`config.mk`:
```
export PLATFORM = sky130hd
export DESIGN_NAME = aes_uart_block_ctrl
export DESIGN_NICKNAME = d
export VERILOG_FILES = /design/src/rtl/aes_uart_block_ctrl.sv
export SDC_FILE = /design/constraint.sdc
export NUM_CORES = 1
export LEC_CHECK = 0
export CORE_MARGIN = 1.5
export CORE_UTILIZATION = 35
export DETAILED_ROUTE_END_ITERATION = 6
export PLACE_DENSITY = 0.71
export SLEW_MARGIN = 20
export SYNTH_ARGS = -nofsm -noshare
export SYNTH_HDL_FRONTEND = slang
export SYNTH_SLANG_ARGS = --single-unit
```
`constraint.sdc`:
```
create_clock -name clk -period 9.15 [get_ports clk]
set_clock_uncertainty 0.1 [all_clocks]
set_input_delay 1.3725 -clock clk [delete_from_list [all_inputs] [get_ports clk]]
set_output_delay 1.3725 -clock clk [all_outputs]
set_load 0.05 [all_outputs]
```
`src/rtl/aes_uart_block_ctrl.sv`:
```
// rtl/aes_uart_block_ctrl.sv - UART byte <-> AES-128 block sequencer
// Collects 16 bytes into a block, starts the core, then returns the result byte by byte.
module aes_uart_block_ctrl #(
    parameter int BLOCK_BYTES    = 16,
    parameter int TIMEOUT_CYCLES = 1000000,
    parameter int CNT_W          = 20
) (
    input  logic         clk,
    input  logic         rst,
    input  logic [7:0]   rx_data,
    input  logic         rx_valid,
    output logic [127:0] plaintext,
    output logic         aes_start,
    input  logic         aes_done,
    input  logic [127:0] aes_result,
    output logic [7:0]   tx_data,
    output logic         tx_start,
    input  logic         tx_ready,
    output logic         busy,
    output logic         rx_err,
    output logic         overrun
);

    typedef enum logic [2:0] {IDLE, RECV, START, WAIT, SEND, GAP} state_t;

    localparam logic [4:0]       LAST_SLOT = 5'(BLOCK_BYTES - 1);
    localparam logic [4:0]       ALL_SENT  = 5'(BLOCK_BYTES);
    localparam logic [CNT_W-1:0] TMO_LAST  = CNT_W'(TIMEOUT_CYCLES - 1);

    state_t             state;
    logic [4:0]         byte_cnt;
    logic [CNT_W-1:0]   timer;
    logic [127:0]       result;
    logic [6:0]         slot_base;

    // Big-endian slot: byte 0 occupies bits [127:120], byte 15 bits [7:0].
    assign slot_base = {~byte_cnt[3:0], 3'b000};

    always_ff @(posedge clk or posedge rst) begin
        if (rst) begin
            state     <= IDLE;
            byte_cnt  <= '0;
            timer     <= '0;
            plaintext <= '0;
            result    <= '0;
            tx_data   <= '0;
            aes_start <= 1'b0;
            tx_start  <= 1'b0;
            rx_err    <= 1'b0;
            overrun   <= 1'b0;
            busy      <= 1'b0;
        end else begin
            aes_start <= 1'b0;
            tx_start  <= 1'b0;
            rx_err    <= 1'b0;

            if (rx_valid && (state == START || state == WAIT ||
                             state == SEND  || state == GAP))
                overrun <= 1'b1;

            case (state)
                IDLE: begin
                    if (rx_valid) begin
                        plaintext[slot_base +: 8] <= rx_data;
                        byte_cnt <= 5'd1;
                        timer    <= '0;
                        busy     <= 1'b1;
                        state    <= RECV;
                    end
                end
                RECV: begin
                    // A byte on the expiry cycle wins over the timeout.
                    if (rx_valid) begin
                        plaintext[slot_base +: 8] <= rx_data;
                        byte_cnt <= byte_cnt + 5'd1;
                        timer    <= '0;
                        if (byte_cnt == LAST_SLOT) begin
                            aes_start <= 1'b1;
                            state     <= START;
                        end
                    end else if (timer == TMO_LAST) begin
                        rx_err   <= 1'b1;
                        byte_cnt <= '0;
                        timer    <= '0;
                        busy     <= 1'b0;
                        state    <= IDLE;
                    end else begin
                        timer <= timer + 1'b1;
                    end
                end
                START: state <= WAIT;
                WAIT: begin
                    if (aes_done) begin
                        result   <= aes_result;
                        byte_cnt <= '0;
                        state    <= SEND;
                    end
                end
                SEND: begin
                    if (tx_ready) begin
                        tx_data  <= result[slot_base +: 8];
                        tx_start <= 1'b1;
                        byte_cnt <= byte_cnt + 5'd1;
                        state    <= GAP;
                    end
                end
                GAP: begin
                    // One dead cycle so the transmitter can drop tx_ready.
                    if (byte_cnt == ALL_SENT) begin
                        byte_cnt <= '0;
                        busy     <= 1'b0;
                        state    <= IDLE;
                    end else begin
                        state <= SEND;
                    end
                end
                default: begin
                    busy  <= 1'b0;
                    state <= IDLE;
                end
            endcase
        end
    end

endmodule

```
**Yosys cells after proc, flatten, opt, wreduce, memory -nomap -nowiden**

Index checks and enable logic that the tools add are counted.

- Output and inout bits: 141
- Register bits: 297

- Bitwise gates (word level): 2
- Muxes and demuxes: 33
- Reductions and logical operators: 16
- Shift-type cells: 3
- Add/subtract/negate cells: 3
- Equal/unequal tests: 16

Operators by type and width:

| kind | count |
|---|---|
| $bwmux 128 | 1 |
| $shift 8x9->128 const A | 1 |
| $shiftx 128x8->8 | 1 |
| $shiftx 8x9->128 | 1 |
| $mux 20 | 3 |
| $pmux 20 s2 | 1 |
| $mux 5 | 6 |
| $pmux 5 s5 | 1 |
| $mux 3 | 7 |
| $add 20x1->20 const B | 1 |
| $eq 20x20->1 const B | 1 |
| $pmux 3 s6 | 1 |
| $mux 1 | 12 |
| $ne 2x2->1 const B | 5 |
| $reduce_and 5->1 | 2 |
| $neg 7->9 | 1 |
| $reduce_and 2->1 | 4 |
| $eq 3x2->1 const B | 2 |
| $eq 3x3->1 const B | 2 |
| $ne 3x3->1 const B | 2 |
| $reduce_and 6->1 | 1 |
| $add 5x1->5 const B | 1 |
| $eq 5x4->1 const B | 1 |
| $eq 5x5->1 const B | 1 |
| other kinds (12) | 14 |

**Logic depth before layout (Yosys ltp)**

Gate-level depths: netlist of run 1.

- Depth in word-level cells: 5
- Mapped depth: 12

**Worst setup path after synthesis of run 1**

No wires, ideal clock.

- Kind: input to register
- Start: input port rx_valid
- End: register plaintext[100]
- Path buffers: 2
- Slack: 6.095 ns
- Cell stages on the path: 6
- Arrival: 2.829 ns
- Library setup time: 0.125 ns
- Path through: clkbuf_2 nor3b_1 nand2_2 or4b_1 buf_4 mux2_4

- Cells in the longest elaborated chain, start to end: 1

Ends and longest elaborated chain:

| element | RTL line | RTL |
|---|---|---|
| from (decl) | 11 | `input logic rx_valid,` |
| $reduce_and 2->1 (no source line) | n/a |  |
| to (signal, indexed assignment) | 64 | `plaintext[slot_base +: 8] <= rx_data;` |
| to (signal, indexed assignment) | 74 | `plaintext[slot_base +: 8] <= rx_data;` |
| to (decl) | 12 | `output logic [127:0] plaintext,` |

No other way between the ends.
A chain may end at the register's enable or synchronous reset.

**Worst setup path in the final report of run 1**

- Start: input port rx_valid
- End: register plaintext[70]

The elaborated chain is that of the path after synthesis.

==> results by group, run 1 <==
Place
  – Pre-CTS setup slack: 5090 ps
  – Cell total after placement: 1700
  – Port Buffers: 281
  – Routability congestion estimate: 0.812
  – Post-DP Area: 16500 µm²
  – Final HPWL DP: 24500 µm

Floorplan
  – Die height: 197 µm
  – # IOs: 282
  – Core ar.: 36900 µm²
  – Number of placement rows: 70
  – Die span in x: 197 µm
  – Initial Utilization: 35.8%
  – Total Die Area: 38800 µm²

Logic synthesis
  – Ys flop type: dfrtp_1
  – FF+latch count, synth: 297
  – Netlist cell types: 61
  – Post-synth EDFFs: 0
  – Yosys Warn Count: 0
  – Register area share after synthesis: 56.4%
  – Post-Syn Nets: 1098
  – Synth Area per Inst: 13.9 µm²
  – Fraction of registers with async set/reset: 100%
  – Synth Cell Area: 13200 µm²
  – Cells after Synth: 951

Cells and area
  – Area grow syn2layout: 34.5%
  – Share of cells above drive strength 1: 28.6%
  – Finished Core Util: 48.1%
  – Fin area: 17700 µm²
  – Fillers: 3214
  – Multi-input gate area: 5530 µm²
  – Register area: 7440 µm²
  – Fin cells: 1765
  – Nets: 1380

Timing
  – Unrepaired setup endpoints after global routing: no
  – Max Clk Rate: 285 MHz
  – Worst slew pin tran: 1070 ps
  – Final worst path period need: 3510 ps
  – Fin. max-slew vios: 0
  – Setup TNS Final: 0 ps
  – Fin. Hold Viols: 0
  – Slew headroom: 28.9%
  – Final period util: 38.3%
  – Worst Slack Setup Final: 5640 ps
  – Final setup vio count: 0

Global route
  – Initial antenna violation count: 3
  – GR Util All Layers: 17.7%
  – Largest net degree at the start of global routing: 167
  – Vias in the first global route: 9221
  – Grt total ovfl: 0
  – First-pass GRT wire length: 53400 µm

Route
  – Post-DRT Antenna Nets: 0
  – 1st-iter DRT viols: 417
  – DRC viols: 0
  – DR vias: 8843
  – Vias per cell: 5.01
  – 1st-pass router iterations: 5
  – Avg WL per Cell: 19.2 µm
  – Final WL: 34000 µm

Critical path
  – WP data required: 9440 ps
  – Startpoint types: primary input
  – Crit end category: register
  – Crit path max fanout: 8
  – Setup CP Type: in -> reg
  – CP Data Arrival Time: 3790 ps

Clock network
  – CTS H-tree depth: 2
  – Clk_lat worst skew: 510 ps
  – CTS sink count: 297
  – Cts hold-fix bufs: 0
  – Clk buf depth: 3
  – TritonCTS clock tree: built
  – Num CTS Buffers: 34
  – Postcts setup bufs: 0
  – Clock Pin Slew Worst Setup and Hold Paths: 60 ps
  – Post-cts resize count: 0
  – CTS root buf: clkbuf_16

Power and ir drop
  – Power Dens Cells: 283 nW/µm²
  – Peak supply drop: 0.239 mV
  – Leak Pwr: 7.81 nW

Worst hold path
  – Class of the tightest hold or removal check: reg -> reg

Flow run
  – Maximum Capacitance Violations: 0

Run status
  – Status: complete, no violations
[metrics by stage]
step	power (W)	hold slack [ps]
final	0.00502	368
after global routing	0.00530	385
after CTS	0.00509	372
after detailed placement	0.00366	355
after global placement	0.00361	353
after floorplan	0.00312	364
[critical path: stages]
cell and delay (ps):
clkdlybuf4s50_1 630, nor3b_1 460, o21ai_0 290, nor3_2 620
mux2_2 420
[final cells by class]
cell class | count | area share (%)
clock inverters | 12 | 0.762
multi-input cells | 598 | 31.2
repair buffers | 290 | 16.4
inverters | 12 | 0.275
clock buffers | 50 | 5.83
diodes | 2 | 0.0282
well taps | 504 | 3.56
flip-flops and latches | 297 | 41.9
[worst paths after layout]
| kind | to | cells after the start | startpoint | slack (ps) |
|---|---|---|---|---|
| worst max-delay path | plaintext[70] | 5 | rx_valid | 5640 |
| worst min-delay path | overrun | 1 | overrun | 370 |
| worst max register to register | plaintext[96] | 5 | byte_cnt[1] | 5830 |
| worst min register to register | overrun | 1 | overrun | 370 |
| max in group asynchronous | plaintext[82] | 4 | rst | 6150 |
| min in group asynchronous | rx_err | 3 | rst | 1360 |
[cell families (layout without fill, tap and decap cells)]
| family | Yosys count | after routing | synth area share [%] |
|---|---|---|---|
| multiplexers | 312 | 312 | 28.3 |
| XOR/XNOR | 12 | 12 | 0.854 |
| AND/OR/NAND/NOR | 175 | 175 | 7.51 |
| buffers and inverters | 56 | 364 | 1.77 |
| adder cells (fa/ha/maj) | 6 | 6 | 0.569 |
| flip-flops | 297 | 297 | 56.4 |
| AO/OA/AOI/OAI | 93 | 93 | 4.59 |
| other | 0 | 2 | 0 |
[Yosys cell counts (6+ instances only)]
| master | n | share of area, % |
|---|---|---|
| dfrtp_1 | 297 | 56 |
| mux2_2 | 257 | 22 |
| nand2_1 | 36 | 1.0 |
| and2_1 | 33 | 1.6 |
| mux2i_1 | 27 | 2.1 |
| nor2_1 | 26 | 0.74 |
| clkbuf_1 | 25 | 0.71 |
| o21ai_0 | 23 | 0.87 |
| mux4_2 | 20 | 3.4 |
| a21oi_1 | 17 | 0.65 |
| nand3_1 | 17 | 0.65 |
| a31oi_1 | 12 | 0.57 |
| nor2b_1 | 12 | 0.57 |
| buf_2 | 11 | 0.42 |
| inv_1 | 11 | 0.31 |
| xnor2_1 | 9 | 0.60 |
| a22oi_1 | 8 | 0.46 |
| mux2_4 | 8 | 0.91 |
| and2b_1 | 7 | 0.40 |
| and3_1 | 7 | 0.33 |
| a22o_1 | 6 | 0.40 |
| ha_1 | 6 | 0.57 |
| o211ai_1 | 6 | 0.34 |
| o21a_1 | 6 | 0.34 |
[per-layer routing]
metal	routed length (µm)	track usage (%)
met5	22	0
met3	3270	6.66
met2	15900	28.7
met4	435	3.39
met1	14400	22.7
[sequential cells by signal, summed over array words and instances, names as in the netlist, 3 cells and up]
name,count
result,128
state,3
timer,20
byte_cnt,5
tx_data,8
plaintext,128
[where the power goes]
part           total [W]  switching [W]  internal, W
Combinational    0.00169       0.000862     0.000832
Clock            0.00140       0.000530     0.000869
Sequential       0.00193       0.000234      0.00169
Total            0.00502        0.00163      0.00339
[cell usage in the layout (no fill, tap or decap), drive strengths merged, types with 5 or more instances in the layout]
cell type      synthesis  layout
nand3                 17      17
and4                   5       5
a22o                   6       6
o21a                   6       6
ha                     6       6
clkdlybuf4s50          0     281
o21ai                 24      24
a31oi                 12      12
clkinv                 1      10
mux2                 265     265
nor2                  26      26
o211ai                 6       6
and2b                  7       7
a21oi                 18      18
a22oi                  8       8
inv                   11      10
mux4                  20      20
nor3                   6       6
dfrtp                297     297
mux2i                 27      27
nor2b                 12      12
clkbuf                26      50
buf                   18       9
xnor2                  9       9
and3                   7       7
and2                  33      33
nand2                 37      37
Power figures use the tool's default switching activity.
==> inputs of run 2 (changes only) <==
PLACE_DENSITY = 0.69   (was 0.71)
clock period = 3.25 ns   (was 9.15 ns; I/O delays follow)
==> run 2 against run 1 <==
  * Via count fell by 0.15%
  * Sequential share of layout area fell by 0.30 points
  * Non-clock buffer count rose by 15
  * Sequential power rose to 2.8 times the previous value
  * Critical endpoint is now plaintext[114]
  * Combinational power rose to 2.9 times the previous value
  * Register-to-register slack got worse by 5100 ps
  * Flip-flop and latch count did not move
  * Final cell count rose by 0.74%
  * Global-route usage rose by 0.12 points
  * Critical path depth rose by 1
  * Core utilization rose by 0.35 points
  * Final area rose by 0.73%
==> results by group, run 2 (synthesis results as in run 1) <==
Run status
  – Status: complete, no violations

Critical path
  – Cells along the critical path: ha_1 > and3b_1 > o21ai_0 > nor2_1 > nand2_1 > mux2_2
  – CP Data Arrival Time: 2790 ps (-1000 ps)
  – Crit path max fanout: 9 (+1)
  – Setup CP Type: reg -> reg
  – R2R setup slack: 760 ps (-5070 ps)
  – CP max-delay cell: dfrtp_4
  – WP data required: 3550 ps (-5890 ps)
  – Max stage delay on crit path: 530 ps (-100 ps)
  – Startpoint types: register
  – Crit end category: register

Cells and area
  – Area grow syn2layout: 35.5%
  – Commonest non-fill, non-tap cell in the layout: dfrtp_1
  – Top Registers: plaintext: 128 flops, result: 128 flops, timer: 20 flops
  – Nets: 1395 (+1.1%)
  – Share of cells above drive strength 1: 29.3% (+0.71 points)
  – Most frequent cells in the layout: dfrtp_1, clkdlybuf4s50_1, mux2_2, clkbuf_16, nand2_1

Route
  – 1st-pass router iterations: 4 (-1)
  – DRC viols: 0 (unchanged)
  – DR vias: 8830 (-0.15%)
  – DR WL met3: 3340 µm (+2.3%)
  – Met1 WL: 14700 µm (+2.5%)
  – Post-DRT Antenna Nets: 0 (unchanged)
  – DR top layer: met5
  – Avg WL per Cell: 19.4 µm (+0.67%)
  – Routed wl met2: 15800 µm (-0.45%)
  – 1st-iter DRT viols: 376 (-9.8%)
  – Final WL: 34400 µm (+1.4%)
  – Vias per cell: 4.97 (-0.88%)

Clock network
  – Post-cts resize count: 0 (unchanged)
  – Num CTS Buffers: 34 (unchanged)
  – CTS root buf: clkbuf_16
  – Cts hold-fix bufs: 0 (unchanged)
  – Clock Pin Slew Worst Setup and Hold Paths: 60 ps (about the same)
  – CTS sink count: 297 (unchanged)
  – Postcts setup bufs: 0 (unchanged)
  – CTS H-tree depth: 2 (unchanged)
  – Clk buf depth: 3 (unchanged)
  – TritonCTS clock tree: built
  – Clk_lat worst skew: 520 ps (about the same)

Floorplan
  – # IOs: 282 (unchanged)
  – Number of placement rows: 70 (unchanged)
  – Die height: 197 µm (unchanged)
  – Core ar.: 36900 µm² (unchanged)
  – Die span in x: 197 µm (unchanged)
  – Total Die Area: 38800 µm² (unchanged)
  – Initial Utilization: 35.8% (unchanged)

Global route
  – GR Util All Layers: 17.8% (+0.12 points)
  – Initial antenna violation count: 2 (-1)
  – First-pass GRT wire length: 53700 µm (+0.53%)
  – Largest net degree at the start of global routing: 129 (-23%)
  – Grt total ovfl: 0 (unchanged)
  – Vias in the first global route: 9360 (+1.5%)

Timing
  – Setup TNS Final: 0 ps (unchanged)
  – Max Clk Rate: 401 MHz
  – Unrepaired setup endpoints after global routing: no
  – Final period util: 76.7%
  – Fin. Hold Viols: 0 (unchanged)
  – Min Hold Slack: 206 ps (-162 ps)
  – Worst slew pin tran: 829 ps (-237 ps)
  – Fin. max-slew vios: 0 (unchanged)
  – Slew headroom: 44.4% (+15 points)
  – Final setup vio count: 0 (unchanged)
  – Final worst path period need: 2490 ps

Place
  – Final HPWL DP: 24800 µm (+1.2%)
  – Port Buffers: 281 (unchanged)
  – Routability congestion estimate: 0.827 (+1.9%)

Power and ir drop
  – Peak supply drop: 0.592 mV (+150%)
  – Leak Pwr: 7.88 nW (+0.94%)
  – Power Dens Cells: 794 nW/µm² (+180%)

Worst hold path
  – Class of the tightest hold or removal check: in -> async

Flow run
  – Maximum Capacitance Violations: 0 (unchanged)
[run 2: cell type report]
| class | count | area, µm² |
|---|---|---|
| sequential | 297 | 7440 |
| inverter | 12 | 48.8 |
| tap | 504 | 631 |
| multi-input combinational | 598 | 5530 |
| antenna | 1 | 2.50 |
| clock inverter | 9 | 120 |
| fill | 3216 | 19000 |
| clock buffer | 52 | 1040 |
| timing repair buffer | 305 | 3060 |
[run 2: worst max-delay path: cells and delay by family, from the launching register on]
kind,cells,cell delay [ps]
mux,1,380
flops,1,530
compound gates,1,320
simple gates,3,720
fa+ha+maj,1,310
[run 2: routing by layer]
layer / track usage, % / vias up
li1: - / 4057
met1: 22.6 / 4416
met2: 28.8 / 309
met3: 6.62 / 46
met4: 4.33 / 2
met5: 0 / -
[run 2: per-stage QoR]
| stage | instances | utilization [%] | area [µm²] | power, W | worst slack [ps] |
|---|---|---|---|---|---|
| floorplan | 951 | - | 13200 | 0.00880 | -1280 |
| global placement | 1716 | 45.3 | 16700 | 0.0102 | 221 |
| detailed placement | 1716 | 45.3 | 16700 | 0.0104 | 247 |
| CTS | 1777 | 48.4 | 17900 | 0.0144 | 760 |
| global route | 1777 | 48.4 | 17900 | 0.0150 | 549 |
| finish | 1778 | 48.5 | 17900 | 0.0142 | 758 |
[run 2: power by group]
| part | switching (W) | internal (W) | total, W |
|---|---|---|---|
| logic | 0.00249 | 0.00239 | 0.00488 |
| registers | 0.000590 | 0.00476 | 0.00535 |
| clock network | 0.00151 | 0.00245 | 0.00396 |
| total | 0.00459 | 0.00961 | 0.0142 |
[run 2: worst paths after layout]
path	start	endpoint	depth (start not counted)
hold reg to reg	result[12]	result[12]	1
setup reg to reg	byte_cnt[0]	plaintext[114]	6
min in group clk	result[12]	result[12]	1
hold / removal	rst	result[108]	2
max in group asynchronous	rst	plaintext[18]	3
setup / recovery	byte_cnt[0]	plaintext[114]	6
